--- config.mk ---
export PLATFORM = sky130hd
export DESIGN_NAME = pb_timer_peripheral_flat
export DESIGN_NICKNAME = d
export VERILOG_FILES = /design/src/rtl/pb_timer_pkg.sv /design/src/rtl/pb_timer_peripheral_if.sv /design/src/rtl/pb_timer_prescaler.sv /design/src/rtl/pb_timer_peripheral.sv /design/src/flat_wrapper.sv
export SDC_FILE = /design/constraint.sdc
export NUM_CORES = 1
export LEC_CHECK = 0
export ABC_AREA = 1
export BUFFER_PORTS_ARGS = -buffer_cell sky130_fd_sc_hd__clkbuf_2
export CAP_MARGIN = 20
export CORE_MARGIN = 2
export CORE_UTILIZATION = 40
export CTS_BUF_LIST = sky130_fd_sc_hd__clkbuf_8
export DETAILED_ROUTE_END_ITERATION = 12
export PLACE_DENSITY = 0.66
export SLEW_MARGIN = 30
export SYNTH_ARGS = -nofsm -noshare
export SYNTH_HDL_FRONTEND = slang
export SYNTH_SLANG_ARGS = --single-unit
--- constraint.sdc ---
create_clock -name clk -period 1.9 [get_ports clk]
set_clock_uncertainty 0.2 [all_clocks]
set_input_delay 0.285 -clock clk [delete_from_list [all_inputs] [get_ports clk]]
set_output_delay 0.285 -clock clk [all_outputs]
set_load 0.005 [all_outputs]
--- src/rtl/pb_timer_pkg.sv ---
// Shared register map and bit positions for the KCPSM6 timer peripheral.
package pb_timer_pkg;

  localparam logic [2:0] OFF_CTRL      = 3'd0;
  localparam logic [2:0] OFF_STATUS    = 3'd1;
  localparam logic [2:0] OFF_RELOAD_LO = 3'd2;
  localparam logic [2:0] OFF_RELOAD_HI = 3'd3;
  localparam logic [2:0] OFF_COUNT_LO  = 3'd4;
  localparam logic [2:0] OFF_COUNT_HI  = 3'd5;
  localparam logic [2:0] OFF_PRESCALE  = 3'd6;
  localparam logic [2:0] OFF_ID        = 3'd7;

  localparam int CTRL_EN   = 0;
  localparam int CTRL_AUTO = 1;
  localparam int CTRL_IE   = 2;
  localparam int CTRL_LOAD = 3;

  localparam int ST_EXP = 0;
  localparam int ST_OVR = 1;

endpackage

--- src/rtl/pb_timer_peripheral_if.sv ---
// KCPSM6 I/O port bus as seen by one register-mapped responder.
interface pb_timer_peripheral_if;

  logic [7:0] port_id;
  logic [7:0] out_port;
  logic       write_strobe;
  logic       read_strobe;
  logic [7:0] in_port;
  logic       interrupt;
  logic       interrupt_ack;

  modport master (
    output port_id, out_port, write_strobe, read_strobe, interrupt_ack,
    input  in_port, interrupt
  );

  modport slave (
    input  port_id, out_port, write_strobe, read_strobe, interrupt_ack,
    output in_port, interrupt
  );

endinterface

--- src/rtl/pb_timer_prescaler.sv ---
// Divides clk by prescale+1 while enabled; tick_en is combinational from pcnt.
// Holds when disabled; clear restarts the division from zero.
module pb_timer_prescaler (
  input  logic       clk,
  input  logic       reset_n,
  input  logic       enable,
  input  logic       clear,
  input  logic [7:0] prescale,
  output logic       tick_en
);

  logic [7:0] pcnt_q, pcnt_d;

  assign tick_en = enable && (pcnt_q == prescale);

  always_comb begin
    pcnt_d = pcnt_q;
    if (clear) begin
      pcnt_d = 8'h00;
    end else if (tick_en) begin
      pcnt_d = 8'h00;
    end else if (enable) begin
      pcnt_d = pcnt_q + 8'd1;
    end
  end

  always_ff @(posedge clk or negedge reset_n) begin
    if (!reset_n) begin
      pcnt_q <= 8'h00;
    end else begin
      pcnt_q <= pcnt_d;
    end
  end

endmodule

--- src/rtl/pb_timer_peripheral.sv ---
// 16-bit down-counting timer with prescaler on the KCPSM6 port bus.
// Reads return one cycle after port_id is presented; writes act on the strobe edge; no backpressure.
module pb_timer_peripheral
  import pb_timer_pkg::*;
#(
  parameter logic [7:0] BASE_ADDR = 8'h10,
  parameter logic [7:0] ID_VALUE  = 8'hA5
) (
  input  logic                  clk,
  input  logic                  reset_n,
  pb_timer_peripheral_if.slave  bus,
  output logic                  timer_tick
);

  logic        hit, wr_en, load, tick_en, expire;
  logic [2:0]  off;
  logic [7:0]  rd_dat;

  logic        en_q, en_d, auto_q, auto_d, ie_q, ie_d;
  logic        exp_q, exp_d, ovr_q, ovr_d, irq_q, irq_d;
  logic [15:0] reload_q, reload_d, count_q, count_d;
  logic [7:0]  prescale_q, prescale_d, snap_hi_q, snap_hi_d, in_port_q, in_port_d;

  assign hit   = (bus.port_id[7:3] == BASE_ADDR[7:3]);
  assign off   = bus.port_id[2:0];
  assign wr_en = bus.write_strobe & hit;
  assign load  = wr_en && (off == OFF_CTRL) && bus.out_port[CTRL_LOAD];

  pb_timer_prescaler u_prescaler (
    .clk      (clk),
    .reset_n  (reset_n),
    .enable   (en_q),
    .clear    (load),
    .prescale (prescale_q),
    .tick_en  (tick_en)
  );

  always_comb begin
    en_d       = en_q;
    auto_d     = auto_q;
    ie_d       = ie_q;
    exp_d      = exp_q;
    ovr_d      = ovr_q;
    reload_d   = reload_q;
    prescale_d = prescale_q;
    count_d    = count_q;
    snap_hi_d  = snap_hi_q;
    expire     = 1'b0;

    // Clears are applied first so that an expiry in the same cycle overrides them.
    if (bus.interrupt_ack) begin
      exp_d = 1'b0;
    end
    if (wr_en && (off == OFF_STATUS)) begin
      if (bus.out_port[ST_EXP]) exp_d = 1'b0;
      if (bus.out_port[ST_OVR]) ovr_d = 1'b0;
    end

    if (load) begin
      count_d = reload_q;
    end else if (tick_en) begin
      if (count_q != 16'h0000) begin
        count_d = count_q - 16'd1;
      end else begin
        expire = 1'b1;
        exp_d  = 1'b1;
        if (exp_q) ovr_d = 1'b1;
        if (auto_q) count_d = reload_q;
        else        en_d    = 1'b0;
      end
    end

    if (wr_en) begin
      case (off)
        OFF_CTRL: begin
          en_d   = bus.out_port[CTRL_EN];
          auto_d = bus.out_port[CTRL_AUTO];
          ie_d   = bus.out_port[CTRL_IE];
        end
        OFF_RELOAD_LO: reload_d[7:0]  = bus.out_port;
        OFF_RELOAD_HI: reload_d[15:8] = bus.out_port;
        OFF_PRESCALE:  prescale_d     = bus.out_port;
        default: ;
      endcase
    end

    // Snapshot lets software read a coherent 16-bit count low byte first.
    if (bus.read_strobe && hit && (off == OFF_COUNT_LO)) begin
      snap_hi_d = count_q[15:8];
    end
  end

  always_comb begin
    rd_dat = 8'h00;
    case (off)
      OFF_CTRL: begin
        rd_dat[CTRL_EN]   = en_q;
        rd_dat[CTRL_AUTO] = auto_q;
        rd_dat[CTRL_IE]   = ie_q;
      end
      OFF_STATUS: begin
        rd_dat[ST_EXP] = exp_q;
        rd_dat[ST_OVR] = ovr_q;
      end
      OFF_RELOAD_LO: rd_dat = reload_q[7:0];
      OFF_RELOAD_HI: rd_dat = reload_q[15:8];
      OFF_COUNT_LO:  rd_dat = count_q[7:0];
      OFF_COUNT_HI:  rd_dat = snap_hi_q;
      OFF_PRESCALE:  rd_dat = prescale_q;
      OFF_ID:        rd_dat = ID_VALUE;
      default:       rd_dat = 8'h00;
    endcase
  end

  assign in_port_d = hit ? rd_dat : 8'h00;
  assign irq_d     = ie_d & exp_d;

  always_ff @(posedge clk or negedge reset_n) begin
    if (!reset_n) begin
      en_q       <= 1'b0;
      auto_q     <= 1'b0;
      ie_q       <= 1'b0;
      exp_q      <= 1'b0;
      ovr_q      <= 1'b0;
      irq_q      <= 1'b0;
      reload_q   <= 16'h0000;
      count_q    <= 16'h0000;
      prescale_q <= 8'h00;
      snap_hi_q  <= 8'h00;
      in_port_q  <= 8'h00;
    end else begin
      en_q       <= en_d;
      auto_q     <= auto_d;
      ie_q       <= ie_d;
      exp_q      <= exp_d;
      ovr_q      <= ovr_d;
      irq_q      <= irq_d;
      reload_q   <= reload_d;
      count_q    <= count_d;
      prescale_q <= prescale_d;
      snap_hi_q  <= snap_hi_d;
      in_port_q  <= in_port_d;
    end
  end

  assign bus.in_port   = in_port_q;
  assign bus.interrupt = irq_q;
  assign timer_tick    = expire;

endmodule
--- src/flat_wrapper.sv ---
// flat-port wrapper written by rule: the top's interface ports become plain ports
module pb_timer_peripheral_flat import pb_timer_pkg::*;
#(
  parameter logic [7:0] BASE_ADDR = 8'h10,
  parameter logic [7:0] ID_VALUE  = 8'hA5
)
  (clk, reset_n, timer_tick, bus_port_id, bus_out_port, bus_write_strobe, bus_read_strobe, bus_interrupt_ack, bus_in_port, bus_interrupt);
  pb_timer_peripheral_if bus_i ();
  input  logic clk;
  input  logic reset_n;
  output logic timer_tick;
  input wire logic [$bits(bus_i.port_id)-1:0] bus_port_id;
  input wire logic [$bits(bus_i.out_port)-1:0] bus_out_port;
  input wire logic [$bits(bus_i.write_strobe)-1:0] bus_write_strobe;
  input wire logic [$bits(bus_i.read_strobe)-1:0] bus_read_strobe;
  input wire logic [$bits(bus_i.interrupt_ack)-1:0] bus_interrupt_ack;
  output wire logic [$bits(bus_i.in_port)-1:0] bus_in_port;
  output wire logic [$bits(bus_i.interrupt)-1:0] bus_interrupt;
  assign bus_i.port_id = bus_port_id;
  assign bus_i.out_port = bus_out_port;
  assign bus_i.write_strobe = bus_write_strobe;
  assign bus_i.read_strobe = bus_read_strobe;
  assign bus_i.interrupt_ack = bus_interrupt_ack;
  assign bus_in_port = bus_i.in_port;
  assign bus_interrupt = bus_i.interrupt;
  pb_timer_peripheral #(.BASE_ADDR(BASE_ADDR), .ID_VALUE(ID_VALUE)) u_core (.clk(clk), .reset_n(reset_n), .bus(bus_i), .timer_tick(timer_tick));
endmodule
==> qor.txt <==
GRT Residual Overflow - 0
Mapped cell area - 0.00396 mm^2
Max Freq - 454 MHz
Total design power - 0.00333 W
Clock slew at reported path FFs - 0.09 ns
H-tree levels - 3
Clock sink total - 70
Fill count - 908
Worst Path Class, Setup - flip-flop to output port
Synth area leaders - dfrtp_1, nand2_1, inv_1
Core ar. - 0.00968 mm^2
Max Cap Viol - 0
Commonest register cell after synthesis - dfrtp_1
Final-report setup violation count - 16
Routability cong. - 0.964
Final WS setup - -0.300 ns
Ant diodes - 0
Yosys reg bits - 70
Synth area leader - dfrtp_1
Ys Warns - 0
CTS tree - done
Avg Cell Area, Syn - 7.40 um^2
Most common cell in the netlist - nand2_1
Min-delay src - bus_out_port[6]
Starting Density - 0.409
Crit. End Element - output port
Async SR Flop Fraction - 1.00
Final nets - 657
Die Area - 0.0107 mm^2
Slew @ Worst Pin - 0.476 ns
Max clock buf depth - 2
Root buffer cell - clkbuf_8
CP max FO - 2
WL per Instance - 15.5 um
Initial drt markers - 324
Port Buf Inserts - 30
RSZ-0062 raised after global routing - yes
Routed WL - 12.0 mm
Total GRT Usage - 0.226
DRT Pass-1 Iters - 5
Largest net degree at the start of global routing - 45
Worst setup SP type - flip-flop
Vias - 3895
Failing checks - hold timing, setup timing
Final Max Tran Viols - 0
CTS Buf Count - 9
Req. time, crit path - 1.41 ns
DRC errors left - 0
ANT nets after route - 0
Post-synth EDFFs - 0
Syn nets - 559
Worst Setup SP - u_core.count_q[1]
Die Ht - 104 um
Tmin final - 2.20 ns
PwrDens - 640 mW/mm^2
Synth-to-Final Area Change - 31.4%
DP Cell Count - 738
Status - finished, violations left
Register area share after synthesis - 0.442
Synth Instances - 535
Max_slew headroom - 0.682
Initial antenna violation count - 0
Layout cells sized above 1 - 0.271
HP Class - primary input to flip-flop
Final period util - 1.16
Synth unique cells - 33
Vias in the first global route - 3839
Synth top cells by count - nand2_1, dfrtp_1, inv_1
Hold Fails Final Rpt - 1
Hpwl dp - 8.87 mm
Crit path DAT - 1.72 ns
Die width - 104 um
Global-route wire length before repair - 19.3 mm
Row count - 36
Non-Filler Instances - 771
Max VDD drop - 314 uV
Reg-to-reg startpoint - u_core.count_q[1]
IO Pins - 31
Worst skew pair latency - 0.36 ns
P_leak - 2.72 nW
Synth top area share - 0.442
Hold WS - -0.00333 ns
Vias per cell - 5.05
[cells by family after synthesis]
group                      after synthesis  synth area share
adders and majority gates                3           0.00948
and+or+nand+nor                        289             0.310
DFF                                     70             0.442
buffers and inverters                   77            0.0847
AOI/OAI and AO/OA                       78             0.113
xor gates and xnor gates                18            0.0398
[through the flow]
step | utilization | area, um^2 | setup TNS, ns | setup slack, ns | hold slack [ns]
after floorplan | - | 3960 | 0 | 0.149 | -0.211
after global placement | 0.478 | 4630 | 0 | 0.00489 | 0.0920
after detailed placement | 0.478 | 4630 | -0.0155 | -0.0155 | 0.0990
after CTS | 0.517 | 5010 | -1.31 | -0.256 | 0.00323
after global routing | 0.537 | 5200 | -3.27 | -0.358 | 0.0236
final | 0.537 | 5200 | -1.53 | -0.300 | -0.00333
[power breakdown]
part	internal (W)	switching, W
logic	0.000133	0.000205
registers	0.00152	0.0000377
clock network	0.000760	0.000677
total	0.00241	0.000920
[placed cells by master (no fill, tap or decap), types with 4 or more instances in the layout]
cell        n
nand2_4     4
o21ai_0    38
inv_2       4
dfrtp_1    64
nor2_4      6
nand3_1    24
buf_4      55
nor2_2     10
xnor2_1     6
nand2_1   182
inv_1      60
buf_6       6
clkbuf_8    9
nand4_1     8
clkbuf_2   28
o21ai_1     7
nand2_2    15
xor2_1      8
dfrtp_2     6
buf_12      4
a21oi_1    12
nand3_2     4
o22ai_1     6
nor2_1     31
[critical path, cell delays in order, from the launching register on]
cell     delay [ns]
dfrtp_1        0.41
inv_2          0.09
ha_4           0.15
nand2_4        0.05
nor2_4         0.13
nand3_2        0.12
nor2_4         0.12
nand2_1        0.07
nor2_2         0.10
buf_2          0.12
[layer usage]
| layer | up-vias | wire [um] | global-route usage |
|---|---|---|---|
| met1 | 1847 | 5480 | 0.320 |
| met3 | 22 | 767 | 0.0409 |
| met5 | - | 0 | 0 |
| met2 | 132 | 5470 | 0.351 |
| li1 | 1894 | - | - |
| met4 | 0 | 256 | 0.0743 |
[worst paths after layout]
| check | slack (ns) | endpoint | cells past startpoint |
|---|---|---|---|
| max in group asynchronous | 0.99 | u_core.count_q[4] | 3 |
| worst max-delay path | -0.30 | timer_tick | 9 |
| worst max register to register | -0.26 | u_core.count_q[15] | 15 |
| worst min-delay path | -0.003 | u_core.reload_q[14] | 3 |
| min in group asynchronous | 0.24 | u_core.count_q[14] | 3 |
| worst min register to register | 0.30 | u_core.ovr_q | 2 |
[registers in the layout, summed over array words and instances (netlist names)]
name and cells:
u_core.ovr_q 1, u_core.bus.interrupt 1, u_core.u_prescaler.pcnt_q 8, u_core.count_q 16, u_core.prescale_q 8, u_core.ie_q 1, u_core.auto_q 1, u_core.exp_q 1
u_core.en_q 1, u_core.reload_q 16, u_core.bus.in_port 8, u_core.snap_hi_q 8
[area by class of cell]
class / count / area, um^2 / area share
clock buffer: 9 / 124 / 0.0238
inverter: 66 / 256 / 0.0493
sequential: 70 / 1760 / 0.338
tap: 133 / 166 / 0.0320
multi-input combinational: 388 / 2040 / 0.392
clock inverter: 7 / 105 / 0.0202
timing repair buffer: 98 / 756 / 0.145
[timing repair]
action,4_1_cts,5_1_grt
endpoints found under the setup margin,1,17
buffers inserted,10,12
hold buffers,2,0
cloned,0,1
gates resized for setup,16,45
pin swaps,9,30
hold endpoints to repair,71,0
Note: power is estimated with default switching activity, not from simulation.
